### config.mk
export PLATFORM = sky130hd
export DESIGN_NAME = ascii_encode_fsm
export DESIGN_NICKNAME = d
export VERILOG_FILES = /design/src/rtl/ascii_encode_fsm.sv
export SDC_FILE = /design/constraint.sdc
export NUM_CORES = 1
export LEC_CHECK = 0
export ABC_CLOCK_PERIOD_IN_PS = 2500
export BUFFER_PORTS_ARGS = -buffer_cell sky130_fd_sc_hd__clkbuf_2
export CAP_MARGIN = 20
export CORE_MARGIN = 5
export CORE_UTILIZATION = 36
export DETAILED_ROUTE_END_ITERATION = 7
export SYNTH_ARGS = -nofsm -noshare
export SYNTH_HDL_FRONTEND = slang
export SYNTH_SLANG_ARGS = --single-unit
### constraint.sdc
create_clock -name Clk -period 2.5 [get_ports Clk]
set_clock_uncertainty 0.15 [all_clocks]
set_input_delay 0 -clock Clk [delete_from_list [all_inputs] [get_ports Clk]]
set_output_delay 0 -clock Clk [all_outputs]
set_load 0.02 [all_outputs]
### src/rtl/ascii_encode_fsm.sv
// Rewrites digit entries (0..9) of an external register file in place as ASCII and counts them.
// Optional build macro NONDIGIT_BLANK_EN: non-digit entries are overwritten with a space.
module ascii_encode_fsm #(
  parameter int DEPTH = 16,
  parameter int AW    = 4,
  parameter int DW    = 8,
  parameter int BASE  = 48
) (
  input  logic          Clk,
  input  logic          Rst,
  input  logic          go,
  output logic [AW-1:0] R_Addr,
  output logic          R_en,
  input  logic [DW-1:0] R_Data,
  output logic [AW-1:0] W_Addr,
  output logic          W_en,
  output logic [DW-1:0] W_Data,
  output logic [6:0]    count,
  output logic          busy,
  output logic          done
);

  typedef enum logic [2:0] {IDLE, RD, CHK, WR, NEXT, DONE} state_t;

  state_t        r_state;
  logic [AW-1:0] r_i;
  logic [DW-1:0] r_temp;
  logic [DW-1:0] r_wdata;
  logic [6:0]    r_count;
  logic          r_ren, r_wen, r_busy, r_done;
  logic          w_is_digit;

  assign w_is_digit = (r_temp < DW'(10));

  // Both ports follow the entry index; reads and writes never overlap in time.
  assign R_Addr = r_i;
  assign W_Addr = r_i;
  assign R_en   = r_ren;
  assign W_en   = r_wen;
  assign W_Data = r_wdata;
  assign count  = r_count;
  assign busy   = r_busy;
  assign done   = r_done;

  always_ff @(posedge Clk or posedge Rst) begin
    if (Rst) begin
      r_state <= IDLE;
      r_i     <= '0;
      r_temp  <= '0;
      r_wdata <= '0;
      r_count <= '0;
      r_ren   <= 1'b0;
      r_wen   <= 1'b0;
      r_busy  <= 1'b0;
      r_done  <= 1'b0;
    end else begin
      r_ren <= 1'b0;
      r_wen <= 1'b0;
      case (r_state)
        IDLE: if (go) begin
          r_state <= RD;
          r_i     <= '0;
          r_count <= '0;
          r_ren   <= 1'b1;
          r_busy  <= 1'b1;
        end
        RD: begin
          r_temp  <= R_Data;
          r_state <= CHK;
        end
        CHK: begin
          if (w_is_digit) begin
            r_state <= WR;
            r_wen   <= 1'b1;
            r_wdata <= r_temp + DW'(BASE);
          end else begin
`ifdef NONDIGIT_BLANK_EN
            r_state <= WR;
            r_wen   <= 1'b1;
            r_wdata <= DW'(8'h20);
`else
            r_state <= NEXT;
`endif
          end
        end
        WR: begin
          // Blanked non-digits also pass through here but are not counted.
          if (w_is_digit) r_count <= r_count + 7'd1;
          r_state <= NEXT;
        end
        NEXT: begin
          if (r_i == AW'(DEPTH-1)) begin
            r_i     <= '0;
            r_state <= DONE;
            r_busy  <= 1'b0;
            r_done  <= 1'b1;
          end else begin
            r_i     <= r_i + AW'(1);
            r_state <= RD;
            r_ren   <= 1'b1;
          end
        end
        DONE: if (!go) begin
          r_state <= IDLE;
          r_done  <= 1'b0;
        end
        default: begin
          r_state <= IDLE;
          r_busy  <= 1'b0;
          r_done  <= 1'b0;
        end
      endcase
    end
  end

endmodule

After elaboration in Yosys (flattened, before gate mapping):

Cells that the tools add are included.

* add/subtract/negate cells: 3
* $lt $le $gt $ge: 1
* equal/unequal tests: 10
* multiplexer cells: 22
* bitwise operators: 2
* reduce and logical (&&, ||, !) cells: 11

Operators by type and width (number)
* case mux 3 bit (6 select lines): 1
* two-way mux 7 bit: 2
* case mux 7 bit (2 select lines): 1
* two-way mux 3 bit: 4
* AND reduction 3 bit: 3
* adder 8 x 6 -> 8 bit (second input constant): 1
* < comparator 8 x 4 -> 1 bit (second input constant): 1
* two-way mux 1 bit: 8
* two-way mux 4 bit: 2
* != test 2 bit (second input constant): 4
* case mux 4 bit (2 select lines): 1
* OR reduction 4 bit: 2
* adder 7 x 1 -> 7 bit (second input constant): 1
* == test 3 x 2 -> 1 bit (second input constant): 2
* == test 3 bit (second input constant): 2
* case mux 1 bit (3 select lines): 2
* AND reduction 2 bit: 3
* adder 4 x 1 -> 4 bit (second input constant): 1
* == test 4 bit (second input constant): 1
* nonzero test 2 bit: 2
* == test 3 x 1 -> 1 bit (second input constant): 1
* logical NOT 3 bit: 1
* inverter 1 bit: 2
* case mux 1 bit (2 select lines): 1

* bits in registers: 34

Depth between registers and ports, before layout:

* depth after elaboration: 4
* gate-level depth with buffers: 6
* depth with buffers taken out: 5

Worst setup path before layout:

No wires, ideal clock.

* path type: reg-to-reg
* start: reg r_temp[4]
* end: reg r_wdata[0], in the netlist W_Data[0]
* setup time: 0.125 ns
* arrival: 1.855 ns
* setup slack: 0.371 ns
* cell stages (with the launch flop): 7
* path buffers: 1
* period minus slack after synthesis: 2.129 ns
* path through: dfrtp_1 > inv_1 > ha_1 > or3b_1 > buf_6 > nor4_4 > mux2_2

* word-level cells in the longest chain between the ends: 2

RTL lines
* from (decl): line 27 `logic [DW-1:0] r_temp;`
* from (signal assigned): line 68 `r_temp <= R_Data;`
* < comparator 8 x 4 -> 1 bit: line 33 `assign w_is_digit = (r_temp < DW'(10));`
* AND reduction 2 bit (no source line)
* to (signal assigned): line 75 `r_wdata <= r_temp + DW'(BASE);`
* to (decl): line 28 `logic [DW-1:0] r_wdata;`

No other way between the ends.
A chain may end at the register's enable or synchronous reset.

Final worst setup path:

* start: reg r_temp[4]
* end: reg r_wdata[1], in the netlist W_Data[1]

The elaborated chain is that of the path after synthesis.

==> out/qor.txt <==
pin count of the biggest net entering global routing = 35
Iter 0 DRT Violations = 72
Worst VDD drop = 0.464 mV
Final Max Tran Viols = 0
Synth cell types = 38
final-report setup violation count = 0
YS warnings = 0
crit start category = flop
Die X-Extent = 77.7 um
H-tree Lvls = 2
core footprint = 4410 um2
nature of the critical path endpoint = flop
n_diodes = 0
Post-DP HPWL = 2360 um
status = finished clean
CP max FO = 10
total gr overflow = 0
syn_area_per_cell = 11.5 um2
crit path kind = reg2reg
max_cap viols = 0
type of the tightest min-delay check = in2async
CP Data Arrival Time = 2190 ps
Starting Density = 37.4%
full die area = 6040 um2
Boundary Pins = 38
Slew HR = 64.2%
Highest Clock Rate = 0.459 GHz
worst r2r src = r_temp[4]
Fin. Hold Viols = 0
CTS tree = built
via count = 1,210
global-route wire length before repair = 5740 um
CP max-delay cell = or3b_1
overall routing resource usage = 11.9%
unrepaired setup endpoints after global routing = no
layout cells sized above 1 = 36.0%
cts bufs inserted = 5
critical path's top delay family = simple AND/OR/NAND/NOR gates
CTS clk-pin slew, worst paths = 60 ps
fin crit share = 87.2%
Mapped Cells = 144
R2R Path End = W_Data[1]
clock buffer depth = 2
ANT nets after route = 0
Routability Congestion = 0.771
FF-to-FF setup slack = 320 ps
DRC = 0
Post-Route Setup TNS = 0 ps
Rows = 24
Nets = 204
#FFs+latches synth = 34
Port-buffer cells = 37
cts repair resizes = 0
via/cell ratio = 5.02
Root Buffer = clkbuf_8
CP peak stage delay = 500 ps
Final min period = 2180 ps
CP bufs+invs = 2
Tightest Pin Transition = 536 ps
die span in y = 77.7 um
syn_nets = 159
Seq/Total Area, Yosys = 51.6%
clock sink count = 34
Post-CTS Setup Bufs = 0
FILL cells = 420
initial antenna violation count = 0
Area growth syn-to-layout = 22.7%
First-pass DRT Iterations = 4
Critical Path RT = 2510 ps
P per Cell Area = 984 nW/um2
Post-Synthesis Cell Area = 1650 um2
crit-path cells = inv_1 > ha_1 > or3b_1 > nor4_4 > buf_4 > mux2_2
Final Routed Wirelength = 3280 um
leak pwr = 0.979 nW
total power = 1.99 mW
WL per Instance = 13.6 um
number of global-route vias before repair = 1,266
worst-skew pair later-pin latency = 280 ps
FF-to-FF path depth = 6
-- kinds of logic after synthesis --
| kind of cell | after synthesis | share of synthesized area (%) |
|---|---|---|
| muxes | 21 | 13.7 |
| AOI/OAI and AO/OA | 16 | 6.45 |
| DFF | 34 | 51.6 |
| adders and majority gates | 5 | 3.64 |
| and+or+nand+nor | 48 | 18.2 |
| buffers and inverters | 20 | 6.44 |
-- cells in the mapped netlist, drive strengths merged --
master,instances,area share (%)
o2bb2ai,1,0.53
nor3,3,1.2
nand4b,1,0.53
ha,4,3.0
or4b,1,0.61
or3b,2,1.1
a31oi,1,0.38
o22ai,1,0.38
o21a,1,0.46
nor3b,1,0.46
nand4,3,1.1
dfrtp,34,52
inv,8,1.8
nor4b,1,0.53
or3,1,0.38
o21ba,1,0.61
buf,7,3.5
a21oi,4,1.2
nor4,6,3.2
mux2i,8,4.9
nand2b,6,2.3
nand3b,1,0.46
a21o,1,0.53
maj3,1,0.61
nor2b,2,0.76
nand2,12,2.7
o21ai,4,1.2
nand3,6,1.8
mux2,13,8.9
and2b,2,1.1
clkbuf,5,1.1
o211a,1,0.61
o221ai,1,0.53
-- metrics by stage --
stage          hold slack, ps  std cells  cell area (um2)  utilization (%)  setup slack (ps)
2_1_floorplan           -8.40        144             1650                -               371
3_3_place_gp            -63.7        224             1850             41.8               379
3_5_place_dp            -31.3        224             1850             41.8               327
4_1_cts                   213        241             2030             45.9               313
5_1_grt                   258        241             2030             45.9               220
6_report                  199        241             2030             45.9               320
-- power breakdown --
part           internal [mW]  total, mW  switching, mW
Combinational          0.335      0.746          0.411
Sequential             0.716      0.878          0.162
Clock                  0.186      0.369          0.182
Total                   1.24       1.99          0.755
-- per-layer routing --
layer  part of all wire [%]  wire (um)  GRT usage, %
met5                      0          0             0
met4                    1.3         41          4.98
met3                    6.3        205          4.40
met2                     49       1600          19.3
met1                     44       1440          14.1
-- placed cells by master (no fill, tap or decap), types with 2 or more instances in the layout --
cell           count
mux2i_1            8
nand3_1            6
nand2b_1           6
o21ai_0            4
dfrtp_1           34
nor3_1             2
clkbuf_2          37
a21oi_1            4
clkbuf_8           5
mux2_2            13
nor2b_1            2
dlygate4sd3_1     10
clkinv_2           2
and2b_2            2
ha_1               4
nand2_1           12
nand4_1            3
nor4_1             5
buf_4              3
inv_1              8
-- state kept, by name, summed over array words and instances (netlist names), 3 cells and up --
| signal | flops |
|---|---|
| r_temp | 8 |
| r_state | 3 |
| W_Data | 8 |
| R_Addr | 4 |
| count | 7 |
-- final cells by class --
cell class / count / area, um2 / share of cell area (%)
Tap cell: 52 / 65.1 / 3.21
Inverter: 8 / 30.0 / 1.48
Clock buffer: 5 / 68.8 / 3.40
Sequential cell: 34 / 851 / 42.0
Timing Repair Buffer: 50 / 308 / 15.2
Clock inverter: 2 / 10.0 / 0.494
Multi-Input combinational cell: 90 / 693 / 34.2
-- worst max path at each step --
stage                     startpoint         to  slack [ps]  cells past startpoint
after global placement     r_temp[4]  W_Data[1]         380                      6
after detailed placement   r_temp[4]  W_Data[4]         330                      6
after CTS                  r_temp[4]  W_Data[1]         310                      6
after floorplan            r_temp[4]  W_Data[0]         370                      6
final                      r_temp[4]  W_Data[1]         320                      6
after global routing       r_temp[4]  W_Data[2]         220                      6
-- tightest hold or removal path, delay by kind of cell --
kind / cells / cell delay, ps
buf+inv: 4 / 1050
-- what timing repair did --
action,4_1_cts,5_1_grt
hold endpoints to repair,44,0
hold buffers,10,0
setup endpoints to repair,0,0
Power figures use the tool's default switching activity.
